$ cat src/rtl/div_share_ctrl_if.sv
// rtl/div_share_ctrl_if.sv - request/response bundle for the shared divider
//
// Purpose: groups the two requester handshakes, the response handshake and the
// busy status of div_share_ctrl into one interface.
// Signals:
//   req0_valid/req0_ready/req0_dividend/req0_divisor  requester 0 operand pair
//   req1_valid/req1_ready/req1_dividend/req1_divisor  requester 1 operand pair
//   rsp_valid/rsp_ready                               response handshake
//   rsp_quotient/rsp_remainder/rsp_id/rsp_dbz         response payload
//   busy                                              divider not idle
// Modports: master = requesters/consumer side, slave = divider side.

interface div_share_ctrl_if #(
    parameter int WIDTH = 8
);
    logic             req0_valid;
    logic             req0_ready;
    logic [WIDTH-1:0] req0_dividend;
    logic [WIDTH-1:0] req0_divisor;
    logic             req1_valid;
    logic             req1_ready;
    logic [WIDTH-1:0] req1_dividend;
    logic [WIDTH-1:0] req1_divisor;
    logic             rsp_valid;
    logic             rsp_ready;
    logic [WIDTH-1:0] rsp_quotient;
    logic [WIDTH-1:0] rsp_remainder;
    logic             rsp_id;
    logic             rsp_dbz;
    logic             busy;

    modport master (
        output req0_valid, req0_dividend, req0_divisor,
        output req1_valid, req1_dividend, req1_divisor,
        output rsp_ready,
        input  req0_ready, req1_ready,
        input  rsp_valid, rsp_quotient, rsp_remainder, rsp_id, rsp_dbz, busy
    );

    modport slave (
        input  req0_valid, req0_dividend, req0_divisor,
        input  req1_valid, req1_dividend, req1_divisor,
        input  rsp_ready,
        output req0_ready, req1_ready,
        output rsp_valid, rsp_quotient, rsp_remainder, rsp_id, rsp_dbz, busy
    );
endinterface

$ cat src/rtl/div_share_ctrl.sv
// rtl/div_share_ctrl.sv - shared restoring divider with two-requester round-robin front end
//
// Purpose: accepts dividend/divisor pairs from two requesters (round-robin when
// both are valid), resolves one quotient bit per cycle and returns each result
// on a single response port tagged with the requester ID.
// Ports:
//   clk  rising-edge clock
//   rst  synchronous active-high reset
//   bus  div_share_ctrl_if.slave (requester handshakes, response, busy)

module div_share_ctrl #(
    parameter int WIDTH = 8
) (
    input logic             clk,
    input logic             rst,
    div_share_ctrl_if.slave bus
);
    localparam int CW = $clog2(WIDTH);

    typedef enum logic [1:0] {IDLE, RUN, DONE} state_t;

    state_t           state, state_nxt;
    logic             last_id;      // requester granted most recently
    logic             grant_id;
    logic             accept;
    logic             ready0, ready1;
    logic [WIDTH-1:0] sel_dvd, sel_dvs;

    // dvd_sr shifts dividend bits out of the top while quotient bits enter at
    // the bottom; after WIDTH iterations it holds the quotient.
    logic [WIDTH-1:0] dvd_sr;
    logic [WIDTH-1:0] dvs_reg;
    logic [WIDTH-1:0] a_reg;        // partial remainder, always < divisor
    logic [CW-1:0]    cnt;
    logic             id_reg;
    logic             last_iter;

    logic [WIDTH:0]   a_shift, a_diff;
    logic             qbit;
    logic [WIDTH-1:0] a_next, dvd_next;

    logic [WIDTH-1:0] rsp_q_r, rsp_r_r;
    logic             rsp_id_r, rsp_dbz_r;
    logic             rsp_valid_c, busy_c;

    // Grant: a lone requester wins; with both valid the one not served last wins.
    always_comb begin
        grant_id = 1'b0;
        if (bus.req0_valid && bus.req1_valid) begin
            grant_id = ~last_id;
        end else if (bus.req1_valid) begin
            grant_id = 1'b1;
        end
    end

    assign accept  = (state == IDLE) && (bus.req0_valid || bus.req1_valid);
    assign sel_dvd = grant_id ? bus.req1_dividend : bus.req0_dividend;
    assign sel_dvs = grant_id ? bus.req1_divisor  : bus.req0_divisor;

    // One restoring step: bring in the next dividend bit, trial-subtract.
    assign a_shift   = {a_reg, dvd_sr[WIDTH-1]};
    assign a_diff    = a_shift - {1'b0, dvs_reg};
    assign qbit      = ~a_diff[WIDTH];
    assign a_next    = qbit ? a_diff[WIDTH-1:0] : a_shift[WIDTH-1:0];
    assign dvd_next  = {dvd_sr[WIDTH-2:0], qbit};
    assign last_iter = (cnt == CW'(WIDTH - 1));

    always_ff @(posedge clk) begin
        if (rst) begin
            state <= IDLE;
        end else begin
            state <= state_nxt;
        end
    end

    always_comb begin
        state_nxt   = state;
        ready0      = 1'b0;
        ready1      = 1'b0;
        rsp_valid_c = 1'b0;
        busy_c      = 1'b1;
        case (state)
            IDLE: begin
                busy_c = 1'b0;
                ready0 = bus.req0_valid && !grant_id;
                ready1 = bus.req1_valid && grant_id;
                if (accept) begin
                    state_nxt = (sel_dvs == '0) ? DONE : RUN;
                end
            end
            RUN: begin
                if (last_iter) begin
                    state_nxt = DONE;
                end
            end
            DONE: begin
                rsp_valid_c = 1'b1;
                if (bus.rsp_ready) begin
                    state_nxt = IDLE;
                end
            end
            default: begin
                state_nxt = IDLE;
            end
        endcase
    end

    // Datapath; response registers change only when entering DONE.
    always_ff @(posedge clk) begin
        if (rst) begin
            last_id   <= 1'b1;
            id_reg    <= 1'b0;
            dvd_sr    <= '0;
            dvs_reg   <= '0;
            a_reg     <= '0;
            cnt       <= '0;
            rsp_q_r   <= '0;
            rsp_r_r   <= '0;
            rsp_id_r  <= 1'b0;
            rsp_dbz_r <= 1'b0;
        end else begin
            case (state)
                IDLE: begin
                    if (accept) begin
                        last_id <= grant_id;
                        id_reg  <= grant_id;
                        dvd_sr  <= sel_dvd;
                        dvs_reg <= sel_dvs;
                        a_reg   <= '0;
                        cnt     <= '0;
                        if (sel_dvs == '0) begin
                            rsp_q_r   <= '1;
                            rsp_r_r   <= '1;
                            rsp_id_r  <= grant_id;
                            rsp_dbz_r <= 1'b1;
                        end
                    end
                end
                RUN: begin
                    dvd_sr <= dvd_next;
                    a_reg  <= a_next;
                    cnt    <= cnt + 1'b1;
                    if (last_iter) begin
                        rsp_q_r   <= dvd_next;
                        rsp_r_r   <= a_next;
                        rsp_id_r  <= id_reg;
                        rsp_dbz_r <= 1'b0;
                    end
                end
                default: begin
                end
            endcase
        end
    end

    assign bus.req0_ready    = ready0;
    assign bus.req1_ready    = ready1;
    assign bus.rsp_valid     = rsp_valid_c;
    assign bus.busy          = busy_c;
    assign bus.rsp_quotient  = rsp_q_r;
    assign bus.rsp_remainder = rsp_r_r;
    assign bus.rsp_id        = rsp_id_r;
    assign bus.rsp_dbz       = rsp_dbz_r;
endmodule
$ cat src/flat_wrapper.sv
// flat-port wrapper written by rule: the top's interface ports become plain ports
module div_share_ctrl_flat 
#(
    parameter int WIDTH = 8
)
  (clk, rst, bus_req0_valid, bus_req0_dividend, bus_req0_divisor, bus_req1_valid, bus_req1_dividend, bus_req1_divisor, bus_rsp_ready, bus_req0_ready, bus_req1_ready, bus_rsp_valid, bus_rsp_quotient, bus_rsp_remainder, bus_rsp_id, bus_rsp_dbz, bus_busy);
  div_share_ctrl_if #(.WIDTH(WIDTH)) bus_i ();
  input logic clk;
  input logic rst;
  input wire logic [$bits(bus_i.req0_valid)-1:0] bus_req0_valid;
  input wire logic [$bits(bus_i.req0_dividend)-1:0] bus_req0_dividend;
  input wire logic [$bits(bus_i.req0_divisor)-1:0] bus_req0_divisor;
  input wire logic [$bits(bus_i.req1_valid)-1:0] bus_req1_valid;
  input wire logic [$bits(bus_i.req1_dividend)-1:0] bus_req1_dividend;
  input wire logic [$bits(bus_i.req1_divisor)-1:0] bus_req1_divisor;
  input wire logic [$bits(bus_i.rsp_ready)-1:0] bus_rsp_ready;
  output wire logic [$bits(bus_i.req0_ready)-1:0] bus_req0_ready;
  output wire logic [$bits(bus_i.req1_ready)-1:0] bus_req1_ready;
  output wire logic [$bits(bus_i.rsp_valid)-1:0] bus_rsp_valid;
  output wire logic [$bits(bus_i.rsp_quotient)-1:0] bus_rsp_quotient;
  output wire logic [$bits(bus_i.rsp_remainder)-1:0] bus_rsp_remainder;
  output wire logic [$bits(bus_i.rsp_id)-1:0] bus_rsp_id;
  output wire logic [$bits(bus_i.rsp_dbz)-1:0] bus_rsp_dbz;
  output wire logic [$bits(bus_i.busy)-1:0] bus_busy;
  assign bus_i.req0_valid = bus_req0_valid;
  assign bus_i.req0_dividend = bus_req0_dividend;
  assign bus_i.req0_divisor = bus_req0_divisor;
  assign bus_i.req1_valid = bus_req1_valid;
  assign bus_i.req1_dividend = bus_req1_dividend;
  assign bus_i.req1_divisor = bus_req1_divisor;
  assign bus_i.rsp_ready = bus_rsp_ready;
  assign bus_req0_ready = bus_i.req0_ready;
  assign bus_req1_ready = bus_i.req1_ready;
  assign bus_rsp_valid = bus_i.rsp_valid;
  assign bus_rsp_quotient = bus_i.rsp_quotient;
  assign bus_rsp_remainder = bus_i.rsp_remainder;
  assign bus_rsp_id = bus_i.rsp_id;
  assign bus_rsp_dbz = bus_i.rsp_dbz;
  assign bus_busy = bus_i.busy;
  div_share_ctrl #(.WIDTH(WIDTH)) u_core (.clk(clk), .rst(rst), .bus(bus_i));
endmodule
$ cat config.mk
export PLATFORM = sky130hd
export DESIGN_NAME = div_share_ctrl_flat
export DESIGN_NICKNAME = d
export VERILOG_FILES = /design/src/rtl/div_share_ctrl_if.sv /design/src/rtl/div_share_ctrl.sv /design/src/flat_wrapper.sv
export SDC_FILE = /design/constraint.sdc
export NUM_CORES = 1
export LEC_CHECK = 0
export ABC_AREA = 1
export ABC_CLOCK_PERIOD_IN_PS = 1950
export BUFFER_PORTS_ARGS = -buffer_cell sky130_fd_sc_hd__buf_2
export CAP_MARGIN = 15
export CORE_UTILIZATION = 49
export CTS_CLUSTER_DIAMETER = 150
export DETAILED_ROUTE_END_ITERATION = 6
export GPL_TIMING_DRIVEN = 0
export PLACE_DENSITY = 0.76
export SLEW_MARGIN = 20
export SYNTH_ARGS = -nofsm -noshare
export SYNTH_HDL_FRONTEND = slang
export SYNTH_SLANG_ARGS = --single-unit
export TNS_END_PERCENT = 30
$ cat constraint.sdc
create_clock -name clk -period 1.95 [get_ports clk]
set_input_delay 0.0975 -clock clk [delete_from_list [all_inputs] [get_ports clk]]
set_output_delay 0.0975 -clock clk [all_outputs]
set_load 0.005 [all_outputs]
After elaboration in Yosys (flattened, before gate mapping) --
Cells that the tools add are included. Widths: inputs -> output; s select.
Word-level totals: register bits 49, latch bits 0, bits in writable memories 0, bits in read-only memories 0, memories kept 0
Operators by class: add/subtract/negate cells 2, $mul 0, divide/modulo/power cells 0, magnitude comparators 0, equal/unequal tests 7, shift-type cells 0, mux-type cells 34, bitwise operators 2, reduce and logical (&&, ||, !) cells 13
Operators by type and width (count):
- $mux 8 | 9
- $pmux 8 s2 | 4
- $mux 1 | 12
- $sub 9x8->9 | 1
- $logic_not 8->1 | 1
- $mux 2 | 4
- $pmux 2 s3 | 1
- $pmux 3 s2 | 1
- $logic_and 1x1->1 | 4
- $ne 2x1->1 const B | 2
- $ne 2x2->1 const B | 2
- $pmux 1 s2 | 2
- $reduce_and 2->1 | 2
- $reduce_and 4->1 | 1
- $add 3x1->3 const B | 1
- $eq 3x3->1 const B | 1
- $mux 3 | 1
- $reduce_and 3->1 | 1
- $eq 2x1->1 const B | 1
- $eq 2x2->1 const B | 1
- $logic_not 2->1 | 1
- $not 1->1 | 2
- $reduce_bool 2->1 | 1
- $logic_not 1->1 | 1
- $logic_or 1x1->1 | 1

Longest topological paths before layout --
Gate-level depths: netlist of run 1.
depth after elaboration 7, mapped depth 14, mapped depth without buffers 14

Worst setup path before layout of run 1 --
OpenSTA, ideal clock, no wires.
kind register to register, start reg u_core.dvd_sr[7], end reg u_core.rsp_r_r[6], in the netlist u_core.bus.rsp_remainder[6], setup time 113 ps, arrival time 1742 ps, path slack 95 ps, stages on the path, launching flop included 15, buffers on the path 0, clock period less this slack 1855 ps, cell sequence dfxtp_1 -> inv_1 -> ha_1 -> inv_1 -> fa_1 -> nand3_1 -> nand2_1 -> nand2_1 -> nand2_1 -> nand2_1 -> nand2_1 -> nand2_1 -> nand3_1 -> nor2_1 -> nor2_1
Between the ends: word-level cells in the longest chain between the ends 4
Ends and longest elaborated chain:
- start: declaration | line div_share_ctrl.sv:31 | logic [WIDTH-1:0] dvd_sr;
- start signal: assignment | line div_share_ctrl.sv:127 | dvd_sr <= sel_dvd;
- start signal: assignment | line div_share_ctrl.sv:140 | dvd_sr <= dvd_next;
- $sub 9x8->9 | line div_share_ctrl.sv:62 | assign a_diff = a_shift - {1'b0, dvs_reg};
- $mux 8 | line div_share_ctrl.sv:64 | assign a_next = qbit ? a_diff[WIDTH-1:0] : a_shift[WIDTH-1:0];
- $mux 8 | line div_share_ctrl.sv:143 | if (last_iter) begin
- $pmux 8 s2 | line div_share_ctrl.sv:122 | case (state)
- end signal: assignment | line div_share_ctrl.sv:145 | rsp_r_r <= a_next;
- end: declaration | line div_share_ctrl.sv:42 | logic [WIDTH-1:0] rsp_q_r, rsp_r_r;
No other way between the ends. The select of a mux whose other input is x is not followed. A chain may end at the register's enable or synchronous reset.

Final worst setup path of run 1 --
start reg u_core.a_reg[5], end reg u_core.rsp_r_r[6], in the netlist u_core.bus.rsp_remainder[6]
Between the ends: word-level cells in the longest chain between the ends 4
Ends and longest elaborated chain:
- start: declaration | line div_share_ctrl.sv:33 | logic [WIDTH-1:0] a_reg;
- start signal: assignment | line div_share_ctrl.sv:141 | a_reg <= a_next;
- $sub 9x8->9 | line div_share_ctrl.sv:62
- $mux 8 (*) | line div_share_ctrl.sv:64
- $mux 8 (*) | line div_share_ctrl.sv:143
- $pmux 8 s2 (*) | line div_share_ctrl.sv:122
Every way passes the cells marked *; elsewhere a longest branch is shown, timed or not. The select of a mux whose other input is x is not followed.

==> results.ini, run 1 <==
[route]
wl_per_cell_um = 12.8
via_per_inst = 5.11
drt_iter0_drc = 206
drt_pass1_iterations = 4
ant_nets = 0
postRouteWirelength_um = 7320
vias = 2928
drcViolationCount = 0

[synthesis]
synth_compound_area_share_pct = 13.3
syn_inst = 430
yosysTopAreaCell = dfxtp_1
synth_mux_area_share_pct = 0
synth_xor_area_share_pct = 0.312
synth_area_um2 = 2800
synth.area.top_cells = dfxtp_1 (35%), nand2_1 (19%), inv_1 (7.9%), a21oi_1 (5.7%), nor2_1 (5.0%)
synth_top_family_by_area = simple AND/OR/NAND/NOR gates
mappedNetlistNets = 478
synth_top_area_share_pct = 35.0
yosys_warnings = 0
syn_area_per_cell_um2 = 6.52
synthAdderAreaFrac_pct = 5.18
synth-seq-cells = 49
ys_types = 28
synth_seq_area_share_pct = 35.0
synthSimpleGateAreaFrac_pct = 35.4

[critical_path]
reg2reg_to = u_core.bus.rsp_remainder[6]
worstRegToRegCells = 9
crit_type = reg -> reg
startpoint = u_core.a_reg[5]
crit_path_start_kind = flip-flop
crit_required_ns = 2.16
crit_path_max_fanout = 5
crit-reg2reg-launch = u_core.a_reg[5]
cp-end-kind = flip-flop
arrival_ns = 2.14
r2r_setup_slack_ns = 0.02

[clock_tree]
insertion_delay_ns = 0.30
cts.htree.levels = 2
cts_buffers = 5
clk_path_buf_depth = 2
cts.clk_slew.worst_paths_ns = 0.09
cts_sinks = 49
cts-root-buf = clkbuf_8
cts_tree = built

[cells_and_area]
final_common_cell = nand2_1
n_antenna_cell = 0
drive_gt1_share_pct = 25.3
fin_nets = 548
nFillCells = 519
syn2layout_area_growth_pct = 28.6
fin_util_pct = 65.5
most-common-layout-cells = nand2_1 (124), buf_2 (61), inv_1 (57)

[die]
core_area_um2 = 5510
start_util_pct = 50.9
num_rows = 27
die_x_um = 77.6
dieArea_um2 = 6030
die_h_um = 77.6
io_pins = 59

[pwr]
cellLeakagePower_uw = 0.00182
max-vdd-ir-drop_mv = 0.366
power-per-cell-area_nw_per_um2 = 939

[timing]
min_period_over_period_pct = 99.1
slew_violations = 0
finalHoldViolCount = 0
slew_headroom_pct = 59.7
rsz0062_at_grt = yes
setup_tns_ns = 0
setup_viol = 0
finalCriticalPeriod_ns = 1.93
fin_ws_ns = 0.0179
fmax_mhz = 518
hold_ws_ns = 0.0538
worst_pin_slew_ns = 0.600
clock_skew_ns = 0.00847

[outcome]
status = completed

[place]
dp_slack_ns = -0.206
place.gp.congestion = 0.844
portBuffers = 58
dp_hpwl_um = 5240

[flow_run]
max_cap_viol_count = 0

[global_route]
grt_pass1_vias = 2584
grt_max_degree = 15
grt_usage_pct = 24.1
grt_first_pass_wirelength_um = 11600
antenna_found_initial = 0
grt_overflow = 0

[min_path]
holdPathStages = 3
holdPathEnd = u_core.dvd_sr[5]
hp-start = bus_req0_dividend[5]
hp-class = in -> reg

-- logic make-up after synthesis --
group,Yosys count
simple gates,229
buf+inv,75
compound gates,65
flops,49
fa+ha+maj,11
xor+xnor,1
-- critical path, stage by stage (launching register included) --
cell,delay [ns]
dfxtp_1,0.35
ha_1,0.39
nand2_2,0.11
inv_1,0.06
a21oi_4,0.25
nand3_4,0.22
nand3_1,0.17
nand3_1,0.10
nor2_1,0.13
nor2_1,0.05
-- layout make-up --
type	instances	area, um^2	share of cell area (%)
plain buffers	13	71.3	1.98
clock buffers	7	76.3	2.12
multi-input cells	306	1800	50.0
inverters	61	229	6.35
repair buffers	64	345	9.58
well taps	72	90.1	2.50
flip-flops and latches	49	985	27.3
clock inverters	1	7.51	0.208
-- worst max-delay path by stage --
stage | end | cells past startpoint
final | u_core.bus.rsp_remainder[6] | 9
after global routing | u_core.a_reg[0] | 10
after CTS | u_core.bus.rsp_remainder[3] | 14
after detailed placement | u_core.bus.rsp_remainder[2] | 14
after global placement | u_core.bus.rsp_remainder[2] | 14
after floorplan | u_core.bus.rsp_remainder[6] | 14
-- per-layer routing --
layer / share of wire [%] / GRT usage, %
met1: 45 / 30.5
met2: 50 / 41.8
met3: 4.6 / 4.24
met4: 1.2 / 6.42
met5: 0 / 0
-- synth_stat cells (all sizes together) --
library cell and instances:
o211ai 2, o21bai 1, clkbuf 8, fa 1, o221ai 7, clkinv 2, inv 59, or2 1
o21ai 13, dfxtp 49, nand3b 15, nand3 26, a21oi 32, nor2 38, nand4 2, xor2 1
a31oi 9, ha 10, o31ai 1, nand2 146, buf 6, nor3 1
-- where the power goes --
group | internal [uW] | switching (uW) | leakage [uW]
Combinational | 602 | 953 | 0.00138
Sequential | 1140 | 101 | 0.000404
Clock | 254 | 336 | 0.0000385
Total | 2000 | 1390 | 0.00182
-- what timing repair did --
action | 4_1_cts | 5_1_grt
pin swaps | 6 | 25
setup buffers | 4 | 1
endpoints found under the setup margin | 17 | 20
resized for setup | 15 | 51
hold endpoints to repair | 1 | 0
hold buffers | 1 | 0
-- per-stage QoR --
stage | total power, uW | area [um^2] | std cells
after floorplan | 2080 | 2800 | 430
after global placement | 2380 | 3180 | 560
after detailed placement | 2410 | 3180 | 560
after CTS | 3090 | 3360 | 573
after global routing | 3630 | 3610 | 573
final | 3390 | 3610 | 573
No activity file was read; power rests on OpenSTA's default activity.
==> inputs of run 2 (changes only) <==
--- a/config.mk
+++ b/config.mk
@@ -9,11 +9,11 @@
 export ABC_CLOCK_PERIOD_IN_PS = 1950
 export BUFFER_PORTS_ARGS = -buffer_cell sky130_fd_sc_hd__buf_2
 export CAP_MARGIN = 15
-export CORE_UTILIZATION = 49
+export CORE_UTILIZATION = 45
 export CTS_CLUSTER_DIAMETER = 150
 export DETAILED_ROUTE_END_ITERATION = 6
 export GPL_TIMING_DRIVEN = 0
-export PLACE_DENSITY = 0.76
+export PLACE_DENSITY = 0.7
 export SLEW_MARGIN = 20
 export SYNTH_ARGS = -nofsm -noshare
 export SYNTH_HDL_FRONTEND = slang
==> results.ini, run 2 (synthesized netlist as in run 1, its figures left out) <==
[outcome]
status = complete, but fails checks  ; was completed
violations = setup timing

[cells_and_area]
ff_latch_area_um2 = 987  ; was 985 um^2
most-common-layout-cells = nand2_1 (130), buf_2 (61), inv_1 (57)  ; was nand2_1 (124), buf_2 (61), inv_1 (57)
n_antenna_cell = 0  ; unchanged
layoutNonFillerInstCount = 574  ; was 573
drive_gt1_share_pct = 24.4  ; was 25.3%
syn2layout_area_growth_pct = 26.4  ; was 28.6%
fin_nets = 546  ; was 548
final_common_cell = nand2_1  ; unchanged
multi_input_comb_area_um2 = 1730  ; was 1800 um^2
nFillCells = 578  ; was 519

[timing]
worst_pin_slew_ns = 0.516  ; was 0.600 ns
clock_skew_ns = 0.0106  ; was 0.00847 ns
rsz0062_at_grt = yes  ; unchanged
finalCriticalPeriod_ns = 1.97  ; was 1.93 ns
min_period_over_period_pct = 101  ; was 99.1%
fin_ws_ns = -0.0185  ; was 0.0179 ns
finalHoldViolCount = 0  ; unchanged
setup_viol = 1  ; was 0
slew_violations = 0  ; unchanged
hold_ws_ns = 0.000658  ; was 0.0538 ns
fmax_mhz = 508  ; was 518 MHz
slew_headroom_pct = 65.5  ; was 59.7%

[flow_run]
max_cap_viol_count = 0  ; unchanged

[pwr]
p_clk_share_pct = 22.1  ; was 17.4%
internal_power_uw = 2080  ; was 2000 uW
power-per-cell-area_nw_per_um2 = 967  ; was 939 nW/um^2
p_sw_uw = 1350  ; was 1390 uW
pwr-share-comb_pct = 41.8  ; was 45.9%
swShare_pct = 39.4  ; was 41.0%
cellLeakagePower_uw = 0.00180  ; was 0.00182 uW
power.total_uw = 3430  ; was 3390 uW
sequentialPowerShare_pct = 36.1  ; was 36.6%
max-vdd-ir-drop_mv = 0.436  ; was 0.366 mV

[route]
via_per_inst = 5.05  ; was 5.11
ant_nets = 0  ; unchanged
vias = 2897  ; was 2928
drt_pass1_iterations = 5  ; was 4
drcViolationCount = 0  ; unchanged
wl_per_cell_um = 12.7  ; was 12.8 um
postRouteWirelength_um = 7320  ; about the same
drt_iter0_drc = 200  ; was 206

[critical_path]
crit_type = reg -> reg  ; unchanged
crit-reg2reg-launch = u_core.dvd_sr[7]  ; was u_core.a_reg[5]
critPathCapture = u_core.a_reg[5]  ; was u_core.bus.rsp_remainder[6]
r2r_setup_slack_ns = -0.02  ; was 0.02 ns
worstRegToRegCells = 14  ; was 9
cpMostUsedCell = nand2_4
crit_family = simple AND/OR/NAND/NOR gates  ; unchanged
reg2reg_to = u_core.a_reg[5]  ; was u_core.bus.rsp_remainder[6]
crit_path_start_kind = flip-flop  ; unchanged
crit_buf_inv = 3  ; was 1
cpMaxStageDelayCell = dfxtp_2  ; was ha_1
crit_required_ns = 2.19  ; was 2.16 ns
cp-end-kind = flip-flop  ; unchanged
crit_path_max_incr_delay_ns = 0.34  ; was 0.39 ns
crit_path_cell_trace = inv_2 -> ha_4 -> inv_2 -> fa_2 -> nand3_2 -> nand2_2 -> nand2_4 -> nand2_4 -> nand2_4 -> buf_6 -> nand3_2 -> nand2_1 -> nand2_1 -> a21oi_2  ; was ha_1 -> nand2_2 -> inv_1 -> a21oi_4 -> nand3_4 -> nand3_1 -> nand3_1 -> nor2_1 -> nor2_1
cp_num_cells = 14  ; was 9
startpoint = u_core.dvd_sr[7]  ; was u_core.a_reg[5]
crit_path_max_fanout = 4  ; was 5
arrival_ns = 2.21  ; was 2.14 ns

[clock_tree]
cts-root-buf = clkbuf_8  ; unchanged
cts.clk_slew.worst_paths_ns = 0.10  ; was 0.09 ns
insertion_delay_ns = 0.31  ; was 0.30 ns
ctsHoldBuffers = 0  ; was 1
cts_tree = built  ; unchanged
clk_path_buf_depth = 2  ; unchanged
cts_buffers = 5  ; unchanged
cts_sinks = 49  ; unchanged
cts.htree.levels = 2  ; unchanged

[global_route]
antenna_found_initial = 0  ; unchanged
grt_first_pass_wirelength_um = 11600  ; about the same
grt_usage_pct = 22.6  ; was 24.1%
grt_overflow = 0  ; unchanged
grt_pass1_vias = 2514  ; was 2584
grt_max_degree = 17  ; was 15

[place]
place.gp.congestion = 0.867  ; was 0.844
portBuffers = 58  ; unchanged
dp.cells = 563  ; was 560
dp_hpwl_um = 5380  ; was 5240 um

[die]
dieArea_um2 = 6550  ; was 6030 um^2
num_rows = 28  ; was 27
io_pins = 59  ; unchanged
die_h_um = 80.9  ; was 77.6 um
die_x_um = 80.9  ; was 77.6 um
start_util_pct = 47.1  ; was 50.9%
core_area_um2 = 5960  ; was 5510 um^2

[min_path]
hp-class = in -> reg  ; unchanged

run 2: changes by cell type in the layout (fill, tap and decap cells not counted), moves of 2 or more:
| cell | change |
|---|---|
| nand3_2 | +2 |
| nand2_1 | +6 |
| nand3_4 | -3 |
| nand2_4 | -2 |
| clkbuf_1 | -2 |
| nand2_2 | -3 |
run 2: power by group through the flow:
| stage | Clock (uW) | Sequential [uW] | Combinational, uW |
|---|---|---|---|
| floorplan | 0 | 1230 | 850 |
| global placement | 0 | 1240 | 1140 |
| detailed placement | 0 | 1250 | 1160 |
| CTS | 761 | 1220 | 1240 |
| global route | 796 | 1260 | 1610 |
| finish | 758 | 1240 | 1430 |
run 2: repair_timing:
item / 4_1_cts / 5_1_grt
endpoints found under the setup margin: 17 / 21
resized for setup: 13 / 40
pin swaps: 5 / 14
setup buffers: 3 / 1
run 2: stage by stage:
step           TNS, ns  cell area, um^2  worst slack, ns  utilization (%)
3_5_place_dp     -2.82             3190           -0.232             53.5
6_report       -0.0185             3540          -0.0185             59.5
4_1_cts         -0.108             3360          -0.0287             56.5
3_3_place_gp     -2.27             3190           -0.202             53.5
2_1_floorplan        0             2800           0.0950                -
5_1_grt         -0.706             3540           -0.161             59.5
run 2: worst min path at each step:
stage / cells after the start / endpoint / startpoint
global route: 2 / u_core.dvd_sr[0] / rst
floorplan: 1 / u_core.dvd_sr[0] / rst
CTS: 2 / u_core.dvd_sr[0] / rst
finish: 2 / u_core.dvd_sr[0] / rst
detailed placement: 2 / u_core.dvd_sr[0] / rst
global placement: 2 / u_core.dvd_sr[0] / rst
run 2: worst reg2reg max path: cells and delay by family (launching register included):
family / cells / cell delay, ns
fa+ha+maj: 2 / 0.46
flops: 1 / 0.34
buf+inv: 3 / 0.21
compound gates: 1 / 0.18
simple gates: 8 / 0.68
run 2: layout make-up:
class                           count  area share (%)
Buffer                             13            2.01
Clock buffer                        5            1.94
Clock inverter                      3            1.24
Inverter                           61            6.46
Multi-Input combinational cell    306            48.7
Sequential cell                    49            27.9
Tap cell                           75            2.65
Timing Repair Buffer               62            9.15
run 2: per-layer routing:
layer / share of wire, % / track usage (%)
met2: 48 / 38.8
met4: 1.4 / 5.00
met1: 46 / 29.8
met5: 0 / 0
met3: 4.8 / 3.37
==> inputs of run 3 (changes only) <==
--- a/config.mk
+++ b/config.mk
@@ -9,11 +9,13 @@
 export ABC_CLOCK_PERIOD_IN_PS = 1950
 export BUFFER_PORTS_ARGS = -buffer_cell sky130_fd_sc_hd__buf_2
 export CAP_MARGIN = 15
-export CORE_UTILIZATION = 45
+export CELL_PAD_IN_SITES_DETAIL_PLACEMENT = 1
+export CELL_PAD_IN_SITES_GLOBAL_PLACEMENT = 2
+export CORE_UTILIZATION = 26
 export CTS_CLUSTER_DIAMETER = 150
 export DETAILED_ROUTE_END_ITERATION = 6
 export GPL_TIMING_DRIVEN = 0
-export PLACE_DENSITY = 0.7
+export PLACE_DENSITY_LB_ADDON = 0.1
 export SLEW_MARGIN = 20
 export SYNTH_ARGS = -nofsm -noshare
 export SYNTH_HDL_FRONTEND = slang
==> results.ini, run 3 (synthesized netlist as in run 1, its figures left out) <==
[timing]
slew_headroom_pct = 59.7  ; was 65.5%
rsz0062_at_grt = yes  ; unchanged
clock_skew_ns = 0.00393  ; was 0.0106 ns
slew_violations = 0  ; unchanged
finalCriticalPeriod_ns = 1.96  ; was 1.97 ns
fin_ws_ns = -0.00949  ; was -0.0185 ns
fmax_mhz = 510  ; was 508 MHz
min_period_over_period_pct = 100  ; was 101%
finalHoldViolCount = 0  ; unchanged
worst_pin_slew_ns = 0.604  ; was 0.516 ns
setup_viol = 2  ; was 1

[critical_path]
crit_path_max_fanout = 3  ; was 4
arrival_ns = 2.19  ; was 2.21 ns
r2r_setup_slack_ns = -0.009  ; was -0.02 ns
reg2reg_to = u_core.a_reg[0]  ; was u_core.a_reg[5]
crit-reg2reg-launch = u_core.dvd_sr[7]  ; unchanged
crit_type = reg -> reg  ; unchanged
cp-end-kind = flip-flop  ; unchanged
worstRegToRegCells = 14  ; unchanged
crit_required_ns = 2.18  ; was 2.19 ns
crit_path_start_kind = flip-flop  ; unchanged

[global_route]
grt_usage_pct = 16.7  ; was 22.6%
grt_first_pass_wirelength_um = 14800  ; was 11600 um
grt_max_degree = 15  ; was 17
grt_pass1_vias = 3057  ; was 2514
grt_overflow = 0  ; unchanged
antenna_found_initial = 0  ; unchanged

[flow_run]
max_cap_viol_count = 0  ; unchanged

[clock_tree]
cts_sinks = 49  ; unchanged
cts.clk_slew.worst_paths_ns = 0.09  ; was 0.10 ns
cts_tree = built  ; unchanged
cts-root-buf = clkbuf_8  ; unchanged
insertion_delay_ns = 0.30  ; was 0.31 ns
cts.htree.levels = 2  ; unchanged
ctsHoldBuffers = 0  ; unchanged
clk_path_buf_depth = 2  ; unchanged
cts_buffers = 5  ; unchanged

[route]
drcViolationCount = 0  ; unchanged
ant_nets = 0  ; unchanged
drt_iter0_drc = 57  ; was 200
postRouteWirelength_um = 9280  ; was 7320 um
drt_pass1_iterations = 4  ; was 5
via_per_inst = 4.59  ; was 5.05
wl_per_cell_um = 14.3  ; was 12.7 um
vias = 2976  ; was 2897

[die]
start_util_pct = 27.0  ; was 47.1%
dieArea_um2 = 11200  ; was 6550 um^2
core_area_um2 = 10400  ; was 5960 um^2
die_h_um = 106  ; was 80.9 um
io_pins = 59  ; unchanged
die_x_um = 106  ; was 80.9 um
num_rows = 37  ; was 28

[min_path]
hp-class = in -> reg  ; unchanged
holdPathStages = 2  ; unchanged
hp-start = rst  ; unchanged
holdPathEnd = u_core.dvd_sr[0]  ; unchanged

[outcome]
status = complete, but fails checks  ; unchanged
violations = setup timing  ; unchanged

[pwr]
cellLeakagePower_uw = 0.00188  ; was 0.00180 uW
max-vdd-ir-drop_mv = 0.307  ; was 0.436 mV
power-per-cell-area_nw_per_um2 = 942  ; was 967 nW/um^2

[cells_and_area]
finalInstanceArea_um2 = 3880  ; was 3540 um^2
syn2layout_area_growth_pct = 38.4  ; was 26.4%
n_antenna_cell = 0  ; unchanged
final_common_cell = nand2_1  ; unchanged
most-common-layout-cells = nand2_1 (120), buf_2 (61), inv_1 (57)  ; was nand2_1 (130), buf_2 (61), inv_1 (57)
fin_nets = 559  ; was 546
drive_gt1_share_pct = 30.9  ; was 24.4%

[place]
place_area_um2 = 3260  ; was 3190 um^2
dp_slack_ns = -0.320  ; was -0.232 ns
portBuffers = 58  ; unchanged
place.gp.congestion = 0.730  ; was 0.867
dp_hpwl_um = 6960  ; was 5380 um

==> run 3: power breakdown <==
part / leakage (uW) / switching (uW) / total, uW / internal [uW]
logic: 0.00143 / 1080 / 1790 / 714
registers: 0.000406 / 113 / 1260 / 1140
clock network: 0.0000385 / 355 / 610 / 255
total: 0.00188 / 1540 / 3660 / 2110
==> run 3: worst max-delay path: stages (launching register included) <==
cell and delay (ns):
dfxtp_2 0.35, inv_2 0.06, ha_4 0.12, inv_2 0.04
fa_2 0.34, nand3_2 0.09, nand2_2 0.09, nand2_4 0.12
nand2_4 0.09, nand2_4 0.12, buf_6 0.13, nand3_4 0.08
nand2_2 0.08, nand2_2 0.05, a21oi_1 0.13
==> run 3: what timing repair did <==
item,4_1_cts,5_1_grt
buffers inserted,7,9
resized for setup,24,75
cloned,0,0
setup endpoints to repair,18,18
pin swaps,8,29
==> run 3: how the worst max path moves through the flow <==
stage,startpoint,endpoint,slack [ns]
after floorplan,u_core.dvd_sr[7],u_core.bus.rsp_remainder[6],0.1
after global placement,u_core.dvd_sr[7],u_core.bus.rsp_remainder[3],-0.31
after detailed placement,u_core.dvd_sr[7],u_core.bus.rsp_remainder[1],-0.32
after global routing,u_core.dvd_sr[7],u_core.bus.rsp_remainder[0],-0.13
final,u_core.dvd_sr[7],u_core.a_reg[0],-0.009
after CTS,u_core.dvd_sr[7],u_core.bus.rsp_remainder[2],-0.01
==> run 3: metal layers <==
metal	GRT usage, %	part of all wire, %
met3	2.54	2.4
met5	0	0
met1	21.3	48
met4	2.68	0.51
met2	29.9	49
==> run 3: metrics by stage <==
| stage | hold slack, ns | utilization (%) | cells | setup TNS [ns] | total power (uW) |
|---|---|---|---|---|---|
| 6_report | 0.0131 | 37.4 | 648 | -0.0119 | 3660 |
| 5_1_grt | 0.0182 | 37.4 | 648 | -1.29 | 3940 |
| 3_5_place_dp | 0.335 | 31.5 | 624 | -4.18 | 2500 |
| 4_1_cts | 0.0165 | 33.6 | 639 | -0.0332 | 3260 |
| 2_1_floorplan | 0.167 | - | 430 | 0 | 2080 |
| 3_3_place_gp | 0.339 | 31.5 | 624 | -3.94 | 2470 |
==> run 3: area by class of cell <==
cell class / count / area, um^2
Clock inverter: 1 / 7.51
Tap cell: 136 / 170
Buffer: 14 / 77.6
Multi-Input combinational cell: 306 / 1910
Sequential cell: 49 / 990
Timing Repair Buffer: 74 / 425
Inverter: 61 / 229
Fill cell: 1346 / 6490
Clock buffer: 7 / 76.3
